[config.mk]
export PLATFORM = sky130hd
export DESIGN_NAME = ifetch_unit
export DESIGN_NICKNAME = d
export VERILOG_FILES = /design/src/rtl/ifetch_unit.sv
export SDC_FILE = /design/constraint.sdc
export NUM_CORES = 1
export LEC_CHECK = 0
export BUFFER_PORTS_ARGS = -buffer_cell sky130_fd_sc_hd__buf_2
export CAP_MARGIN = 15
export CELL_PAD_IN_SITES_DETAIL_PLACEMENT = 1
export CELL_PAD_IN_SITES_GLOBAL_PLACEMENT = 1
export CORE_MARGIN = 5
export CORE_UTILIZATION = 34
export DETAILED_ROUTE_END_ITERATION = 12
export HOLD_SLACK_MARGIN = 0.12
export PLACE_DENSITY_LB_ADDON = 0.1
export SLEW_MARGIN = 30
export SYNTH_ARGS = -nofsm -noshare
export SYNTH_HDL_FRONTEND = slang
export SYNTH_SLANG_ARGS = --single-unit
[constraint.sdc]
create_clock -name clk -period 3.5 [get_ports clk]
set_input_delay 0 -clock clk [delete_from_list [all_inputs] [get_ports clk]]
set_output_delay 0 -clock clk [all_outputs]
set_load 0.05 [all_outputs]
[src/rtl/ifetch_unit.sv]
// rtl/ifetch_unit.sv - instruction fetch unit with a 2-entry {pc, instr} queue feeding decode.
module ifetch_unit #(
  parameter int          MEM_BYTES = 32,
  parameter logic [31:0] RESET_PC  = 32'h0000_0000
) (
  input  logic        clk,
  input  logic        reset,
  input  logic        fetch_en,
  output logic [31:0] imem_addr,
  input  logic [31:0] imem_rdata,
  input  logic        redirect_valid,
  input  logic [31:0] redirect_pc,
  output logic        if_valid,
  input  logic        if_ready,
  output logic [31:0] if_instr,
  output logic [31:0] if_pc,
  output logic        fault,
  output logic [31:0] retired_cnt
);

  localparam logic [31:0] ADDR_MASK = 32'(MEM_BYTES - 1);

  typedef enum logic [1:0] {IDLE, RUN, FAULT} state_t;

  state_t      state;
  state_t      state_next;
  logic [31:0] pc;
  logic [31:0] slot_pc    [2];
  logic [31:0] slot_instr [2];
  logic [1:0]  count;
  logic [1:0]  wr_idx;
  logic        pop;
  logic        push;
  logic        redirect_ok;
  logic        redirect_bad;

  assign imem_addr = pc;
  assign if_valid  = (count != 2'd0);
  assign if_pc     = slot_pc[0];
  assign if_instr  = slot_instr[0];
  assign fault     = (state == FAULT);

  assign pop          = if_valid && if_ready;
  assign redirect_ok  = redirect_valid && (state != FAULT) && (redirect_pc[1:0] == 2'b00);
  assign redirect_bad = redirect_valid && (state != FAULT) && (redirect_pc[1:0] != 2'b00);
  // Any redirect request, even a rejected one, suppresses the push for that cycle.
  assign push         = (state == RUN) && !redirect_valid && ((count != 2'd2) || pop);
  // Slot index the new entry lands in once the same-cycle pop has shifted the queue.
  assign wr_idx       = count - {1'b0, pop};

  always_ff @(posedge clk) begin
    if (reset) begin
      state <= IDLE;
    end else begin
      state <= state_next;
    end
  end

  always_comb begin
    state_next = state;
    case (state)
      IDLE:    if (fetch_en) state_next = RUN;
      RUN:     if (!fetch_en) state_next = IDLE;
      FAULT:   state_next = FAULT;
      default: state_next = IDLE;
    endcase
    if (redirect_bad) begin
      state_next = FAULT;
    end
  end

  always_ff @(posedge clk) begin
    if (reset) begin
      pc          <= RESET_PC;
      count       <= 2'd0;
      retired_cnt <= 32'd0;
    end else begin
      if (pop) begin
        retired_cnt <= retired_cnt + 32'd1;
      end
      if (redirect_ok) begin
        count <= 2'd0;
        pc    <= redirect_pc & ADDR_MASK;
      end else begin
        if (pop) begin
          slot_pc[0]    <= slot_pc[1];
          slot_instr[0] <= slot_instr[1];
        end
        // Placed after the shift so a push into slot 0 overrides it.
        if (push) begin
          slot_pc[wr_idx[0]]    <= pc;
          slot_instr[wr_idx[0]] <= imem_rdata;
          pc                    <= (pc + 32'd4) & ADDR_MASK;
        end
        count <= count + {1'b0, push} - {1'b0, pop};
      end
    end
  end

endmodule

Yosys cells after proc, flatten, opt, wreduce, memory -nomap -nowiden:

Memory sizes are Yosys's and may differ from the RTL's.
Cells that the tools add are included.

* latch bits: 0
* register bits: 41
* memories kept: 2
* word-level logic and storage cells: 51
* RAM bits: 128
* bits in read-only memories: 0
* output and inout bits: 130

* $lt $le $gt $ge: 0
* reduce and logical (&&, ||, !) cells: 17
* eq/ne operators: 8
* bitwise logic cells: 0
* div/mod/pow operators: 0
* multiplexer cells: 14
* shift-type cells: 0
* $add $sub $neg: 5
* multipliers: 0

Memories
* slot_instr: words 2, width 32, rd ports 2, clocked after memory_dff 0, write ports 2, line 29 `logic [31:0] slot_instr [2];`
* slot_pc: words 2, width 32, rd ports 2, clocked after memory_dff 0, write ports 2, line 28 `logic [31:0] slot_pc [2];`

Operators by type and width (number)
* adder 32 x 1 -> 32 bit (second input constant): 1
* two-way mux 5 bit: 2
* two-way mux 1 bit: 8
* inequality test 2 bit (second input constant): 4
* logical AND 1 bit: 6
* two-way mux 2 bit: 3
* inequality test 3 bit (second input constant): 2
* one-hot mux 2 bit (3 select lines): 1
* nonzero test 2 bit: 3
* adder 5 x 3 -> 5 bit (second input constant): 1
* zero test 2 bit: 2
* AND reduction 2 bit: 2
* OR reduction 2 bit: 2
* adder 2 x 1 -> 2 bit: 1
* == test 2 x 1 -> 1 bit (second input constant): 1
* == test 2 bit (second input constant): 1
* subtractor 2 x 1 -> 2 bit: 1
* zero test 1 bit: 1
* logical OR 1 bit: 1
* subtractor 1 bit: 1

Depth between registers and ports, before layout:

Gate-level depths: netlist of the first run.

* depth in word-level cells: 8
* gate-level depth with buffers: 8

Worst setup path before layout of the first run:

Ideal clock, no wire load.

* kind: flip-flop to flip-flop
* from: reg state[0]
* to: mem slot_instr[0][0], enable pin
* setup slack: -377 ps
* data required time: 3017 ps
* path buffers: 0
* cell stages (with the launch flop): 5
* arrival: 3395 ps
* cell sequence: dfxtp_1 nand2b_1 nand3_1 nand2b_1 o21ai_0

RTL lines
* start: declaration: line 25 `state_t state;`
* start signal: assignment: line 55 `state <= state_next;`
* end: declaration: line 29

==> results.py, run 1 <==
metrics = {
    "timing": {
        "grt_setup_unrepaired": "no",
        "max_slew_margin_pct": 39.8,
        "fmax_mhz": 392,
        "setup_slack_ps": 948,
        "fin_setup_tns_ps": 0,
        "setup_viol": 0,
        "fin_crit_ps": 2550,
        "period_share_pct": 72.9,
        "slew_violations": 0,
        "worst_pin_slew_ps": 903,
        "hold_viol": 0,
        "skew_ps": 8.87,
    },
    "final_layout": {
        "area_growth_pct": 31.7,
        "finalNetCount": 643,
        "final-seq-area_um2": 3040,
        "layout-drive-gt1-share_pct": 35.4,
        "multi_input_area_um2": 1770,
        "fillers": 1568,
        "antenna_cells": 0,
    },
    "floorplan": {
        "die_y_um": 133,
        "io_pins": 199,
        "rows": 44,
        "die-area_um2": 17600,
        "start_util_pct": 35.0,
        "fp.dieW_um": 133,
        "coreArea_um2": 14600,
    },
    "worst_setup_path": {
        "r2r-start": "state[1]",
        "crit_start": "state[1]",
        "r2r_cells": 5,
        "cp.arrival_ps": 2670,
        "required_ps": 3610,
        "worstSetupPathType": "reg -> reg",
        "cp-endpoint": "slot_instr[0][7]",
        "cp_max_fo": 19,
        "startpoint_type": "flop",
        "r2r-end": "slot_instr[0][7]",
        "worst_setup_path_end_kind": "flop",
        "r2r_slack_ps": 950,
    },
    "flow_run": {
        "cap_violations": 0,
    },
    "drt": {
        "antenna_left": 0,
        "via_per_inst": 4.72,
        "drt-total-wl_mm": 12.3,
        "vias": 3625,
        "drt-pass1-iter-count": 4,
        "drc_errors": 0,
        "wl_per_cell_um": 16.1,
        "drt_iter0_markers": 144,
    },
    "clocking": {
        "cts_tree": "done",
        "clock_latency_ps": 410,
        "path_clk_slew_ps": 50,
        "cts-buffers-inserted": 17,
        "cts_buffer_depth": 2,
        "cts_sinks": 115,
        "root_buffer": "clkbuf_16",
        "cts_setup_buffers": 0,
        "htreeDepth": 4,
    },
    "logic_synthesis": {
        "yosysMostFrequentCell": "edfxtp_1",
        "async_flop_share_pct": 0,
        "synth_ff_type": "edfxtp_1",
        "yosys_register_bits": 115,
        "synth_edf_count": 74,
        "synth_cell_type_count": 43,
        "synth_top_area_share_pct": 43.4,
        "yosysSeqAreaShare_pct": 59.4,
        "netlist_instances": 408,
        "syn_area_per_cell_um2": 12.6,
        "ys_top_cells_by_area": "edfxtp_1, dfxtp_1, mux2_2",
        "yosysTopAreaCell": "edfxtp_1",
        "yosys_warnings": 0,
        "netlist_top_cells_count": "edfxtp_1, buf_4, dfxtp_1, mux2_2, a21oi_1",
        "syn-cell-area_um2": 5120,
    },
    "global_routing": {
        "antenna_found_initial": 0,
        "overflow": 0,
        "grt_pass1_vias": 3923,
        "grt_usage_pct": 14.4,
        "grt_start_max_net_pins": 42,
        "grt_pass1_wl_mm": 20.3,
    },
    "place": {
        "place_hpwl_mm": 8.48,
        "port_buffers": 117,
        "place_ws_ps": 832,
        "gp_congestion": 0.708,
    },
    "power_and_ir_drop": {
        "p_seq_share_pct": 40.1,
        "combPwrFrac_pct": 10.3,
        "switching_share_pct": 25.5,
        "power_leakage_nw": 2.70,
        "clock_power_share_pct": 49.6,
        "irDropWorstVdd_uv": 349,
        "power_density_nw_per_um2": 548,
        "power_switching_w": 0.000941,
        "power.internal_w": 0.00276,
    },
    "hold_path": {
        "hold_path_class": "in -> reg",
    },
    "outcome": {
        "status": "finished, final reports clean",
    },
}
==> power by group through the flow <==
stage / registers, W / clock network (W) / logic, W
6_report: 0.00148 / 0.00183 / 0.000380
5_1_grt: 0.00149 / 0.00194 / 0.000403
4_1_cts: 0.00149 / 0.00188 / 0.000383
3_5_place_dp: 0.00151 / 0 / 0.000345
3_3_place_gp: 0.00151 / 0 / 0.000341
2_1_floorplan: 0.00158 / 0 / 0.000249
==> how the worst min path moves through the flow <==
stage / from / endpoint / slack [ps] / cells after the start
2_1_floorplan: imem_rdata[0] / slot_instr[1][0] / 100 / 0
3_3_place_gp: imem_rdata[16] / slot_instr[1][16] / 190 / 1
3_5_place_dp: imem_rdata[4] / slot_instr[1][4] / 190 / 1
4_1_cts: redirect_pc[1] / imem_addr[3] / 140 / 4
5_1_grt: redirect_pc[1] / imem_addr[4] / 170 / 4
6_report: redirect_pc[1] / imem_addr[4] / 140 / 4
==> layout by cell type (no fill, tap or decap), types with 14 or more instances in the layout <==
cell type / synthesis / final
mux2_2: 40 / 40
dlygate4sd3_1: 0 / 41
conb_1: 1 / 54
edfxtp_1: 74 / 74
clkbuf_16: 0 / 17
o31ai_1: 14 / 14
nor2_1: 19 / 19
dfxtp_1: 41 / 41
a21oi_1: 22 / 22
nand2_1: 14 / 14
buf_2: 4 / 117
==> what timing repair did <==
| item | 4_1_cts | 5_1_grt |
|---|---|---|
| gates resized for setup | 0 | 0 |
| hold buffers | 41 | 0 |
| endpoints found under the setup margin | 0 | 0 |
| hold endpoints to repair | 73 | 0 |
==> state kept, by name (all words and copies together), names as in the netlist <==
| register | cells |
|---|---|
| count | 2 |
| imem_addr | 5 |
| retired_cnt | 32 |
| slot_instr | 64 |
| slot_pc | 10 |
| state | 2 |
==> critical path, stage by stage, from the launching register on <==
cell and delay [ps]:
dfxtp_1 370, nand2b_1 130, a31oi_1 420, nand3_2 570
o21ai_4 510, buf_12 250
==> routing by layer <==
layer	vias up	part of all wire, %	global-route usage, %
met5	-	0	0
met4	0	1.6	5.54
met3	17	5.5	4.63
met2	97	51	24.9
met1	1774	42	16.7
li1	1737	-	-
==> cells by family (layout without fill, tap and decap cells) <==
kind of cell | Yosys count | in the layout | share of synthesized area [%]
buffers and inverters | 78 | 201 | 10.3
multiplexers | 43 | 43 | 9.38
XOR/XNOR | 13 | 13 | 2.22
other | 1 | 54 | 0.0732
flip-flops | 115 | 115 | 59.4
AND/OR/NAND/NOR | 102 | 102 | 11.6
adder cells (fa/ha/maj) | 3 | 3 | 0.733
AO/OA/AOI/OAI | 53 | 53 | 6.30
==> area by class of cell <==
type | count | share of cell area [%]
Clock buffer | 17 | 6.31
Tap cell | 184 | 3.41
Inverter | 8 | 0.445
Sequential cell | 115 | 45.1
Clock inverter | 15 | 3.02
Multi-Input combinational cell | 268 | 26.2
Timing Repair Buffer | 161 | 15.5
==> per-stage QoR <==
stage                     instance area [um2]  power, W  instances  hold slack, ps  util (%)
final                                    6750   0.00370        768             141      46.1
after CTS                                6750   0.00375        768             136      46.1
after global routing                     6750   0.00383        768             174      46.1
after global placement                   5710   0.00185        695             191      39.0
after floorplan                          5320   0.00183        461            98.9         -
after detailed placement                 5710   0.00186        695             193      39.0
No activity file was read; power rests on OpenSTA's default activity.
==> run 2: changes to the inputs <==
--- a/config.mk
+++ b/config.mk
@@ -5,12 +5,13 @@
 export SDC_FILE = /design/constraint.sdc
 export NUM_CORES = 1
 export LEC_CHECK = 0
+export ABC_AREA = 1
 export BUFFER_PORTS_ARGS = -buffer_cell sky130_fd_sc_hd__buf_2
 export CAP_MARGIN = 15
 export CELL_PAD_IN_SITES_DETAIL_PLACEMENT = 1
 export CELL_PAD_IN_SITES_GLOBAL_PLACEMENT = 1
 export CORE_MARGIN = 5
-export CORE_UTILIZATION = 34
+export CORE_UTILIZATION = 33
 export DETAILED_ROUTE_END_ITERATION = 12
 export HOLD_SLACK_MARGIN = 0.12
 export PLACE_DENSITY_LB_ADDON = 0.1
==> constraint.sdc (replaced) <==
create_clock -name clk -period 2.3 [get_ports clk]
set_input_delay 0 -clock clk [delete_from_list [all_inputs] [get_ports clk]]
set_output_delay 0 -clock clk [all_outputs]
set_load 0.05 [all_outputs]
==> results.py, run 2 <==
metrics = {
    "final_layout": {
        "finalInstanceArea_um2": 7180,
        "finalNetCount": 856,
        "fillers": 1985,
        "top_register": "slot_instr",
        "final_cell_mix": "nand2_1, buf_2, inv_1",
        "area_growth_pct": 31.3,
        "multi_input_area_um2": 1790,
        "final_common_cell": "nand2_1",
        "final-seq-area_um2": 3040,
        "largest_reg_flops": 64,
        "antenna_cells": 0,
        "largestRegisters": "slot_instr: 64 flops, retired_cnt: 32 flops, slot_pc: 10 flops",
        "layout-drive-gt1-share_pct": 22.4,
    },
    "floorplan": {
        "rows": 47,
        "io_pins": 199,
        "die-area_um2": 19200,
        "fp.dieW_um": 139,
        "die_y_um": 139,
        "start_util_pct": 33.3,
        "coreArea_um2": 16400,
    },
    "global_routing": {
        "overflow": 0,
        "grt_pass1_vias": 4643,
        "grt_start_max_net_pins": 75,
        "antenna_found_initial": 0,
        "grt_usage_pct": 14.9,
        "grt_pass1_wl_mm": 23.2,
    },
    "clocking": {
        "cts-resized-gates": 0,
        "cts_sinks": 115,
        "cts_tree": "done",
        "root_buffer": "clkbuf_16",
        "cts_buffer_depth": 2,
        "cts-buffers-inserted": 17,
        "cts_setup_buffers": 0,
        "htreeDepth": 4,
        "path_clk_slew_ps": 50,
        "clock_latency_ps": 410,
    },
    "drt": {
        "wl_per_cell_um": 13.9,
        "drt_iter0_markers": 162,
        "drt-pass1-iter-count": 4,
        "vias": 4422,
        "via_per_inst": 4.35,
        "antenna_left": 0,
        "drt-total-wl_mm": 14.1,
        "drc_errors": 0,
    },
    "logic_synthesis": {
        "yosysMostFrequentCell": "nand2_1",
        "netlist_top_cells_count": "nand2_1, inv_1, edfxtp_1, nor2_1, buf_4",
        "yosysSeqAreaShare_pct": 55.6,
        "ys_top_cells_by_area": "edfxtp_1, dfxtp_1, nand2_1",
        "synth_edf_count": 74,
        "synth_top_area_share_pct": 40.6,
        "netlist_instances": 608,
        "syn_area_per_cell_um2": 9.00,
        "yosys_register_bits": 115,
        "yosys_warnings": 0,
        "synth_cell_type_count": 30,
        "syn-cell-area_um2": 5470,
        "async_flop_share_pct": 0,
        "yosysTopAreaCell": "edfxtp_1",
        "synth_ff_type": "edfxtp_1",
    },
    "worst_setup_path": {
        "cp_max_fo": 16,
        "startpoint_type": "flop",
        "cp.arrival_ps": 2080,
        "worstSetupPathType": "reg -> reg",
        "worst_setup_path_end_kind": "flop",
        "required_ps": 2420,
    },
    "timing": {
        "grt_setup_unrepaired": "no",
        "fmax_mhz": 511,
        "setup_viol": 0,
        "fin_crit_ps": 1960,
        "holdWs_ps": 226,
        "worst_pin_slew_ps": 666,
        "hold_viol": 0,
        "skew_ps": 6.86,
        "slew_violations": 0,
        "setup_slack_ps": 342,
        "fin_setup_tns_ps": 0,
        "period_share_pct": 85.1,
        "max_slew_margin_pct": 55.5,
    },
    "hold_path": {
        "hold_path_class": "in -> reg",
    },
    "outcome": {
        "status": "finished, final reports clean",
    },
    "power_and_ir_drop": {
        "power_density_nw_per_um2": 784,
        "power_leakage_nw": 3.26,
        "irDropWorstVdd_uv": 455,
    },
    "place": {
        "place_ws_ps": 310,
        "dpl_cell_area_um2": 6170,
        "place_hpwl_mm": 10.1,
        "gp_congestion": 0.789,
        "port_buffers": 117,
    },
    "flow_run": {
        "cap_violations": 0,
    },
}
-- run 2: path summary, 6_finish.rpt --
kind	end	start	cells past startpoint	slack (ps)
setup / recovery	slot_instr[0][4]	count[0]	6	340
hold / removal	imem_addr[4]	redirect_pc[0]	6	230
setup reg to reg	slot_instr[0][4]	count[0]	6	340
hold reg to reg	slot_pc[1][1]	imem_addr[1]	0	450
-- run 2: where the power goes --
part,switching [W],total [W],internal [W]
clock network,0.000898,0.00257,0.00168
logic,0.000587,0.000766,0.000180
registers,0.0000294,0.00229,0.00226
total,0.00151,0.00563,0.00412
-- run 2: through the flow --
step	cells	power [W]	util [%]
2_1_floorplan	661	0.00294	-
5_1_grt	1016	0.00586	43.8
3_3_place_gp	941	0.00302	37.6
3_5_place_dp	941	0.00304	37.6
6_report	1016	0.00563	43.8
4_1_cts	1016	0.00573	43.8
-- run 2: cell families after synthesis --
kind of cell | Yosys count | share of synthesized area, %
adders and majority gates | 3 | 0.686
and+or+nand+nor | 246 | 18.5
AOI/OAI and AO/OA | 72 | 8.08
other | 1 | 0.0686
DFF | 115 | 55.6
xor gates and xnor gates | 8 | 1.28
buffers and inverters | 163 | 15.8
-- run 2: metal layers --
layer / routed length (um) / GRT usage [%]
met1: 6170 / 17.8
met2: 7150 / 25.8
met3: 607 / 4.10
met4: 214 / 5.30
met5: 0 / 0
-- run 2: worst max-delay path: stages, from the launching register on --
cell	delay [ps]
dfxtp_1	340
nor2_2	190
nor2_4	50
xnor2_1	370
nand3_4	160
o21ai_4	290
buf_4	260
-- run 2: timing repair --
item | CTS | global route
setup endpoints to repair | 0 | 0
hold endpoints to repair | 81 | 0
hold buffers | 44 | 0
-- run 2: layout make-up --
cell class                      instances  area share (%)
Inverter                               96            5.02
Clock inverter                         12            1.95
Tap cell                              220            3.83
Multi-Input combinational cell        383            25.0
Timing Repair Buffer                  171            15.9
Clock buffer                           19            6.03
Sequential cell                       115            42.4
